File: config.mk
export PLATFORM = sky130hd
export DESIGN_NAME = bpu_update_ctrl
export DESIGN_NICKNAME = d
export VERILOG_FILES = /design/src/rtl/bpu_update_ctrl.sv
export SDC_FILE = /design/constraint.sdc
export NUM_CORES = 1
export LEC_CHECK = 0
export ABC_AREA = 1
export BUFFER_PORTS_ARGS = -buffer_cell sky130_fd_sc_hd__buf_2
export CORE_MARGIN = 2
export CORE_UTILIZATION = 53
export DETAILED_ROUTE_END_ITERATION = 12
export PLACE_DENSITY = 0.76
export SLEW_MARGIN = 20
export SYNTH_ARGS = -nofsm -noshare
export SYNTH_HDL_FRONTEND = slang
export SYNTH_SLANG_ARGS = --single-unit
File: constraint.sdc
create_clock -name clk -period 4.6 [get_ports clk]
set_input_delay 0.69 -clock clk [delete_from_list [all_inputs] [get_ports clk]]
set_output_delay 0.69 -clock clk [all_outputs]
set_load 0.1 [all_outputs]
File: src/rtl/bpu_update_ctrl.sv
// bpu_update_ctrl: update-side controller for the branch history table.
//   Holds fetch-time predictions in an in-order FIFO and resolves the oldest one
//   when EX reports the real outcome. Each resolution produces a registered BHT
//   update pulse. A misprediction also produces a redirect pulse and flushes all
//   younger (wrong-path) entries.
// Ports:
//   clk, rst_n                         clock, async active-low reset
//   enq_valid/pc/pred_taken/pred_target  prediction from fetch
//   enq_ready                          !full
//   res_valid/res_taken/res_target     outcome of the oldest branch from EX
//   PC_lower_update, update, update_direction   BHT update port (registered)
//   mispredict, redirect_pc            redirect to fetch (registered)
//   count, empty                       occupancy
//   res_err                            sticky: resolve arrived while empty
module bpu_update_ctrl #(
  parameter int DEPTH = 4,
  parameter int IDX_W = 5,
  parameter int PC_W  = 32,
  localparam int CNT_W = $clog2(DEPTH+1)
) (
  input  logic             clk,
  input  logic             rst_n,
  input  logic             enq_valid,
  input  logic [PC_W-1:0]  enq_pc,
  input  logic             enq_pred_taken,
  input  logic [PC_W-1:0]  enq_pred_target,
  output logic             enq_ready,
  input  logic             res_valid,
  input  logic             res_taken,
  input  logic [PC_W-1:0]  res_target,
  output logic [IDX_W-1:0] PC_lower_update,
  output logic             update,
  output logic             update_direction,
  output logic             mispredict,
  output logic [PC_W-1:0]  redirect_pc,
  output logic [CNT_W-1:0] count,
  output logic             empty,
  output logic             res_err
);
  localparam int PTR_W = $clog2(DEPTH);

  typedef struct packed {
    logic [PC_W-1:0] pc;
    logic            pred_taken;
    logic [PC_W-1:0] pred_target;
  } entry_t;

  entry_t             mem [DEPTH];
  logic [PTR_W-1:0]   rd_ptr, wr_ptr;
  entry_t             head;
  logic               full, enq_fire, res_fire, mis, flush;

  assign full      = (count == CNT_W'(DEPTH));
  assign empty     = (count == '0);
  assign enq_ready = !full;
  assign enq_fire  = enq_valid && !full;
  assign res_fire  = res_valid && !empty;
  assign head      = mem[rd_ptr];

  // Direction wrong, or both taken but to a different target.
  assign mis   = (head.pred_taken != res_taken) ||
                 (head.pred_taken && res_taken && (head.pred_target != res_target));
  assign flush = res_fire && mis;

  // Storage has no reset; occupancy is tracked by count/pointers. A same-cycle
  // enqueue during a flush is wrong-path and never written.
  always_ff @(posedge clk) begin
    if (enq_fire && !flush)
      mem[wr_ptr] <= '{pc: enq_pc, pred_taken: enq_pred_taken, pred_target: enq_pred_target};
  end

  always_ff @(posedge clk or negedge rst_n) begin
    if (!rst_n) begin
      rd_ptr           <= '0;
      wr_ptr           <= '0;
      count            <= '0;
      update           <= 1'b0;
      mispredict       <= 1'b0;
      res_err          <= 1'b0;
      PC_lower_update  <= '0;
      update_direction <= 1'b0;
      redirect_pc      <= '0;
    end else begin
      update     <= res_fire;
      mispredict <= flush;
      if (res_fire) begin
        PC_lower_update  <= head.pc[IDX_W-1:0];
        update_direction <= res_taken;
        redirect_pc      <= res_taken ? res_target : head.pc + PC_W'(4);
        rd_ptr           <= rd_ptr + PTR_W'(1);
      end
      if (res_valid && empty)
        res_err <= 1'b1;

      if (flush) begin
        // Everything younger than the popped head is wrong-path.
        wr_ptr <= rd_ptr + PTR_W'(1);
        count  <= '0;
      end else begin
        if (enq_fire)
          wr_ptr <= wr_ptr + PTR_W'(1);
        unique case ({enq_fire, res_fire})
          2'b10:   count <= count + CNT_W'(1);
          2'b01:   count <= count - CNT_W'(1);
          default: count <= count;
        endcase
      end
    end
  end
endmodule

==> impl_results.md, run 1 <==
* Status: completed
* DRC Markers at 0
* Initial Util at 0.542
* Largest net degree at the start of global routing at 133
* Area grow syn2layout at 15.4%
* Cell family with most CP delay: simple AND/OR/NAND/NOR gates
* RSZ-0062 raised after global routing: no
* Final setup viols at 0
* Wirelength, routed at between 30,000 and 40,000 um
* Crit path buf inv count at 3
* Share of the synthesized area in the top cell type at 0.568
* Max Cap Viol at 0
* Placement Setup Slack at 1.01 ns
* Clock Tree Buf Depth at 3
* Vias in the first global route at 9,825
* Critical Path, Cell by Cell: inv_4 -> buf_12 -> nand2_1 -> nand2_1 -> nand2_1 -> nand2_1 -> nand2_1 -> nand2_1 -> nand2_1 -> nor2_1 -> nand2_1 -> nor2_1 -> nand2_1 -> nand2_1 -> nand2_1 -> nand2_2 -> nand2_1 -> nor2_4 -> buf_12
* Yosys reg bits at 308
* Avg Vias per Cell at 5.52
* CTS tree: built
* DR WL/cell at 18.6 um
* Port Buffers at 147
* Post-synth EDFFs at 260
* Filler Cells Inserted at 2,035
* Total power at 11,800 uW
* Post-Synthesis Cells at 1,352
* Worst Path Required at 4.84 ns
* Setup Fix Bufs, Post-CTS at 0
* Ys async rst share at 0.156
* DP HPWL at 22,500 um
* First-pass iteration count of the detailed router at 5
* Yosys top cell by area: edfxtp_1
* Clock sink count at 308
* Top-level I/O count at 148
* First-pass GRT wire length at 53,000 um
* CP Max Fanout at 45
* Crit Path Category: reg2reg
* Setup TNS at 0 ns
* Initial DRC Count at between 900 and 1,000
* Grt total ovfl at 0
* Primary FF master, synth: edfxtp_1
* Netlist cell types at 43
* Fraction of layout instances using a drive strength above 1 at 0.163
* Startpoint class of the critical path: flip-flop
* Most frequent CP cell: nand2_1
* Power Dens Cells at 743 nW/um^2
* Slew margin rel. at 0.524
* LEAKAGE at 0.00653 uW
* Tmin final at between 3 and 4 ns
* Antenna cells at 0
* CTS Buf Count at 31
* Cts hold-fix bufs at 0
* Clk_lat worst skew at 0.56 ns
* Stages on the worst setup path at 19
* Die Area at 27,200 um^2
* Via count at 10,200
* Fin nets at roughly 1,600
* Post-Syn Area per Cell at 10.2 um^2
* WP data arrival at 3.87 ns
* CP Capture Type: flip-flop
* Clock Skew at 0.00975 ns
* Initial antenna violation count at 0
* Hold crit path type: in2async
* Routed Antenna Nets at 0
* Hold Vio Cnt, Final at 0
* Worst-Margin Slew at about 0.71 ns
* Final period utilization at 0.789
* Die Ht at 165 um
* Sequential-to-total area share from yosys stat at 0.656
* Post-Syn Area at 13,700 um^2
* Final WS setup at just under 1 ns
* Clock transition at path regs at 0.06 ns
* Routability cong. at ~0.95
* Synthesized Nets at 1,461
* Synth Warn # at 0
* Reg2reg path depth at 19
* Slowest Stage Delay on Critical Path at 0.50 ns
* Slew Viols, Final at 0
* Largest cells by area after synthesis: edfxtp_1 57%, nand2_1 11%, dfrtp_1 8.7%, nor2_1 5.1%, nand3_1 3.6%
* Core area at approximately 25,000 um^2
* Die width at 165 um
* Max IR drop VDD at approximately 0.8 mV
* CTS H-tree lvls at 1
* Slowest CP cell: dfrtp_4
* Final Instance Count excl. Fillers at 1,852
* Post-CTS Resized at 0
* FP Rows at 58
* Max Clk Rate at 275 MHz
* CTS root buffer: clkbuf_16
* Inst Count DP at 1,795
* Total global routing track utilization at 0.257
flip-flops by register name, summed over array words and instances (netlist names):
signal / cells
res_err: 1
update: 1
redirect_pc: 32
count: 3
PC_lower_update: 5
update_direction: 1
wr_ptr: 2
mispredict: 1
mem: 260
rd_ptr: 2
through the flow:
stage	utilization	cell area, um^2	hold slack, ns
2_1_floorplan	-	13800	0.394
3_3_place_gp	0.585	14800	0.433
3_5_place_dp	0.585	14800	0.455
4_1_cts	0.626	15900	0.286
5_1_grt	0.626	15900	0.312
6_report	0.626	15900	0.266
report_power, final:
group / internal, uW / switching, uW
logic: 1200 / 4090
registers: 3720 / 252
clock network: 1490 / 1020
total: 6410 / 5360
cell usage after synthesis, types with 2 or more instances:
cell and number:
edfxtp_1 260, nor2_1 188, o21ai_1 39, ha_1 6
nand4_1 8, buf_1 2, nand2_2 4, buf_6 13
o22ai_2 3, o211ai_1 15, inv_1 84, buf_2 16
dfrtp_1 48, nand3_1 100, clkbuf_1 12, o221ai_1 4
nor2_2 6, or2_1 2, a21oi_1 21, nand2_1 414
xor2_1 8, buf_4 9, buf_8 2, a31oi_1 4
o21ai_0 52, nand3b_1 5, nor3_1 8, o22ai_1 4
metal layers:
metal | global-route usage | vias up | share of wire
met4 | 0.0731 | 0 | 0.027
li1 | - | 4850 | -
met1 | 0.355 | 4869 | 0.41
met2 | 0.427 | 448 | 0.47
met5 | 0 | - | 0
met3 | 0.0367 | 63 | 0.086
path summary, 6_finish.rpt:
path,start,end,slack [ns]
setup / recovery,rd_ptr[0]$_DFFE_PN0P_,mem[2][48]$_DFFE_PP_,0.97
hold / removal,rst_n,redirect_pc[0]$_DFFE_PN0P_,0.27
setup reg to reg,rd_ptr[0]$_DFFE_PN0P_,mem[2][48]$_DFFE_PP_,0.97
hold reg to reg,res_err$_DFFE_PN0P_,res_err$_DFFE_PN0P_,0.46
max in group asynchronous,rst_n,rd_ptr[0]$_DFFE_PN0P_,3.78
min in group clk,enq_pc[20],mem[1][53]$_DFFE_PP_,0.35
final cells by class:
type / instances / area (um^2) / share of cell area
sequential: 308 / 9010 / 0.569
multi-input combinational: 903 / 4060 / 0.256
timing repair buffer: 167 / 998 / 0.0630
clock buffer: 41 / 873 / 0.0551
tap: 330 / 413 / 0.0260
inverter: 87 / 329 / 0.0208
clock inverter: 16 / 160 / 0.0101
worst reg2reg max path, cell delays in order, from the launching register on:
cell and delay, ns:
dfrtp_4 0.50, inv_4 0.33, buf_12 0.28, nand2_1 0.10, nand2_1 0.06, nand2_1 0.06, nand2_1 0.08, nand2_1 0.04
nand2_1 0.08, nand2_1 0.07, nor2_1 0.14, nand2_1 0.07, nor2_1 0.10, nand2_1 0.10, nand2_1 0.12, nand2_1 0.08
nand2_2 0.09, nand2_1 0.24, nor2_4 0.46, buf_12 0.29
logic make-up (layout without fill, tap and decap cells):
kind of cell / Yosys count / count (layout) / share of synthesized area
and+or+nand+nor: 739 / 739 / 0.219
DFF: 308 / 308 / 0.656
AOI/OAI and AO/OA: 148 / 148 / 0.0615
buffers and inverters: 141 / 311 / 0.0514
xor gates and xnor gates: 9 / 9 / 0.00574
adders and majority gates: 7 / 7 / 0.00692
placed cells by master (no fill, tap or decap), drive strengths merged, types with 8 or more instances in the layout:
cell	n
o211ai	15
nand2	418
a21oi	22
nand4	8
clkinv	14
nand3	101
dfrtp	48
edfxtp	260
nor3	9
o21ai	92
xor2	8
inv	85
buf	167
clkbuf	41
nor2	195
Power figures use the tool's default switching activity.
==> inputs of run 2 (changes only) <==
Settings changed: PLACE_DENSITY 0.76 to 0.73.
Clock period 4.6 ns to 3.4 ns, I/O delays scaled along.
==> run 2 against run 1 <==
Effect of this change: via count is 0.38% lower; design area grew 0.73%; non-clock buffer count up 12; sequential cell count stayed put; critical path depth shrank 1; highest routed layer unchanged; clock skew increased by 0.0085 ns; largest power group unchanged; global-route usage up 0.22 points; count of clock-buffer cells in the layout rose by 3; first-iteration DRC count shrank 7.2%; sequential power increased by 36%; largest cell class unchanged.
==> impl_results.md, run 2 (synthesis results as in run 1) <==
* Setup TNS at 0 ns (unchanged)
* Tmin final at 3.14 ns (was 3.63 ns)
* Multi-input logic area at 4080 um^2 (was 4060 um^2)
* Crit path buf inv count at 3 (unchanged)
* Wirelength, routed at 34,800 um (was 34,400 um)
* Largest register FFs at 260 (unchanged)
* Clock transition at path regs at 0.06 ns (about the same)
* Flop-to-flop setup slack at 0.26 ns (was 0.97 ns)
* CP Capture Type: flip-flop (unchanged)
* Worst Path Required at 3.62 ns (was 4.84 ns)
* Comb power frac at 0.455 (was 0.449)
* Largest net degree at the start of global routing at 64 (was 133)
* Placement Setup Slack at 0.177 ns (was 1.01 ns)
* Crit Path Category: reg2reg (unchanged)
* Antenna cells at 0 (unchanged)
* WP data arrival at 3.36 ns (was 3.87 ns)
* Initial DRC Count at 872 (was 940)
* Grt met2 use at 0.433 (was 0.427)
* Register area at 9020 um^2 (was 9010 um^2)
* CTS H-tree lvls at 1 (unchanged)
* Vias in the first global route at 9,746 (was 9,825)
* Commonest non-fill, non-tap cell in the layout: nand2_1 (unchanged)
* Hold crit path type: in2async (unchanged)
* Max IR drop VDD at 0.998 mV (was 0.814 mV)
* Internal power at 8770 uW (was 6410 uW)
* Stages on the worst setup path at 18 (was 19)
* Fin nets at 1,619 (was 1,607)
* Clock Tree Buf Depth at 3 (unchanged)
* Slowest CP cell: dfrtp_4 (unchanged)
* Clk_lat worst skew at 0.56 ns (about the same)
* Grt total ovfl at 0 (unchanged)
* Die Area at 27,200 um^2 (unchanged)
* P_sw at 7280 uW (was 5360 uW)
* Commonest cells after routing, fill and taps aside: 413 x nand2_1, 260 x edfxtp_1, 183 x nor2_1 (was 414 x nand2_1, 260 x edfxtp_1, 183 x nor2_1)
* Top flop regs: mem: 260 flops, redirect_pc: 32 flops, PC_lower_update: 5 flops (unchanged)
* Capturing point of the worst reg2reg path: mem[2][29]$_DFFE_PP_ (was mem[2][48]$_DFFE_PP_)
* Final WS setup at 0.258 ns (was 0.970 ns)
* First-pass iteration count of the detailed router at 5 (unchanged)
* Routability cong. at 0.976 (was 0.946)
* Met1 Resource Use GR at 0.350 (was 0.355)
* Reg2reg path depth at 18 (was 19)
* Cts hold-fix bufs at 0 (unchanged)
* DRC Markers at 0 (unchanged)
* Filler Cells Inserted at 1,998 (was 2,035)
* First-pass GRT wire length at 53,000 um (about the same)
* Worst-Margin Slew at 0.953 ns (was 0.714 ns)
* Top-level I/O count at 148 (unchanged)
* Sw Share at 0.454 (was 0.455)
* Clock sink count at 308 (unchanged)
* Routed Antenna Nets at 0 (unchanged)
* Most flop-heavy register: mem (unchanged)
* Max Cap Viol at 0 (unchanged)
* Slew margin rel. at 0.364 (was 0.524)
* FP Rows at 58 (unchanged)
* Hold Vio Cnt, Final at 0 (unchanged)
* Clock power share at 0.209 (was 0.213)
* Core area at 25,300 um^2 (unchanged)
* CP endpoint: mem[2][29]$_DFFE_PP_ (was mem[2][48]$_DFFE_PP_)
* Initial Util at 0.542 (unchanged)
* Final core area utilization at 0.630 (was 0.626)
* Met3 Use GR at 0.0424 (was 0.0367)
* Slew Viols, Final at 0 (unchanged)
* Clock Skew at 0.0182 ns (was 0.00975 ns)
* LEAKAGE at 0.00658 uW (was 0.00653 uW)
* Slowest Stage Delay on Critical Path at 0.50 ns (about the same)
* CTS Buf Count at 31 (unchanged)
* RR Startpoint: rd_ptr[0]$_DFFE_PN0P_ (unchanged)
* Die width at 165 um (unchanged)
* Power Dens Cells at 1010 nW/um^2 (was 743 nW/um^2)
* Status: completed (unchanged)
* Startpoint class of the critical path: flip-flop (unchanged)
* Fraction of layout instances using a drive strength above 1 at 0.166 (was 0.163)
* Die Ht at 165 um (unchanged)
* Max Clk Rate at 318 MHz (was 275 MHz)
* Critical Path, Cell by Cell: buf_12 -> buf_6 -> nand2_1 -> nand3_1 -> nand2_1 -> nand2_1 -> nand2_1 -> nand2_1 -> nor2_1 -> nand2_1 -> nor2_1 -> nand2_1 -> nand2_1 -> nand2_1 -> nand2_2 -> nand2_2 -> nor2_4 -> buf_12 (was inv_4 -> buf_12 -> nand2_1 -> nand2_1 -> nand2_1 -> nand2_1 -> nand2_1 -> nand2_1 -> nand2_1 -> nor2_1 -> nand2_1 -> nor2_1 -> nand2_1 -> nand2_1 -> nand2_1 -> nand2_2 -> nand2_1 -> nor2_4 -> buf_12)
* CP Max Fanout at 42 (was 45)
* Finished Cell Area at 16,000 um^2 (was 15,900 um^2)
* Placed Area at 14,900 um^2 (was 14,800 um^2)
* Avg Vias per Cell at 5.47 (was 5.52)
* Most frequent CP cell: nand2_1 (unchanged)
* Port Buffers at 147 (unchanged)
* Total power at 16,000 uW (was 11,800 uW)
* Final setup viols at 0 (unchanged)
* Cell family with most CP delay: simple AND/OR/NAND/NOR gates (unchanged)
* Sequential fraction of design power at 0.336 (was 0.337)
* Total global routing track utilization at 0.259 (was 0.257)
* DR WL/cell at 18.7 um (was 18.6 um)
* Worst Setup SP: rd_ptr[0]$_DFFE_PN0P_ (unchanged)
* RSZ-0062 raised after global routing: no (unchanged)
* Via count at 10,200 (about the same)
* DP HPWL at 24,000 um (was 22,500 um)
* Initial antenna violation count at 0 (unchanged)
* Area grow syn2layout at 16.2% (was 15.4%)
* CTS tree: built (unchanged)
* Global route hottest layer: met2 (unchanged)
* CTS root buffer: clkbuf_16 (unchanged)
* Final period utilization at 0.924 (was 0.789)
## run 2: per-stage QoR
stage                     hold WS [ns]  instances
after global routing             0.161       1864
after global placement           0.437       1807
after floorplan                  0.214       1352
after detailed placement         0.461       1807
final                           0.0993       1864
after CTS                        0.121       1864
## run 2: layout make-up
class                   instances  area share
repair buffers                179      0.0704
clock inverters                13     0.00846
multi-input cells             903       0.255
well taps                     330      0.0259
inverters                      87      0.0206
clock buffers                  44      0.0542
flip-flops and latches        308       0.565
## run 2: how the worst min path moves through the flow
stage / from / endpoint / slack [ns] / depth (start not counted)
3_3_place_gp: res_err$_DFFE_PN0P_ / res_err$_DFFE_PN0P_ / 0.44 / 1
3_5_place_dp: res_err$_DFFE_PN0P_ / res_err$_DFFE_PN0P_ / 0.46 / 1
4_1_cts: rst_n / redirect_pc[0]$_DFFE_PN0P_ / 0.12 / 1
2_1_floorplan: rst_n / PC_lower_update[0]$_DFFE_PN0P_ / 0.21 / 0
5_1_grt: enq_pred_target[4] / mem[1][4]$_DFFE_PP_ / 0.16 / 1
6_report: rst_n / redirect_pc[0]$_DFFE_PN0P_ / 0.1 / 1
## run 2: power by group through the flow
stage / clock (uW) / combinational, uW / sequential, uW
floorplan: 0 / 3780 / 7160
global placement: 0 / 7090 / 5440
detailed placement: 0 / 7240 / 5460
CTS: 3380 / 7280 / 5390
global route: 3560 / 7920 / 5460
finish: 3350 / 7300 / 5390
## run 2: repair_timing
action | in CTS | in global routing
buffers inserted | 0 | 0
setup endpoints to repair | 0 | 203
endpoints found under the hold margin | 0 | 0
gates resized for setup | 0 | 6
## run 2: metal layers
metal	wire, um	up-vias
met5	0	-
met4	974	0
met3	2810	66
met2	16700	428
met1	14300	4826
li1	-	4871
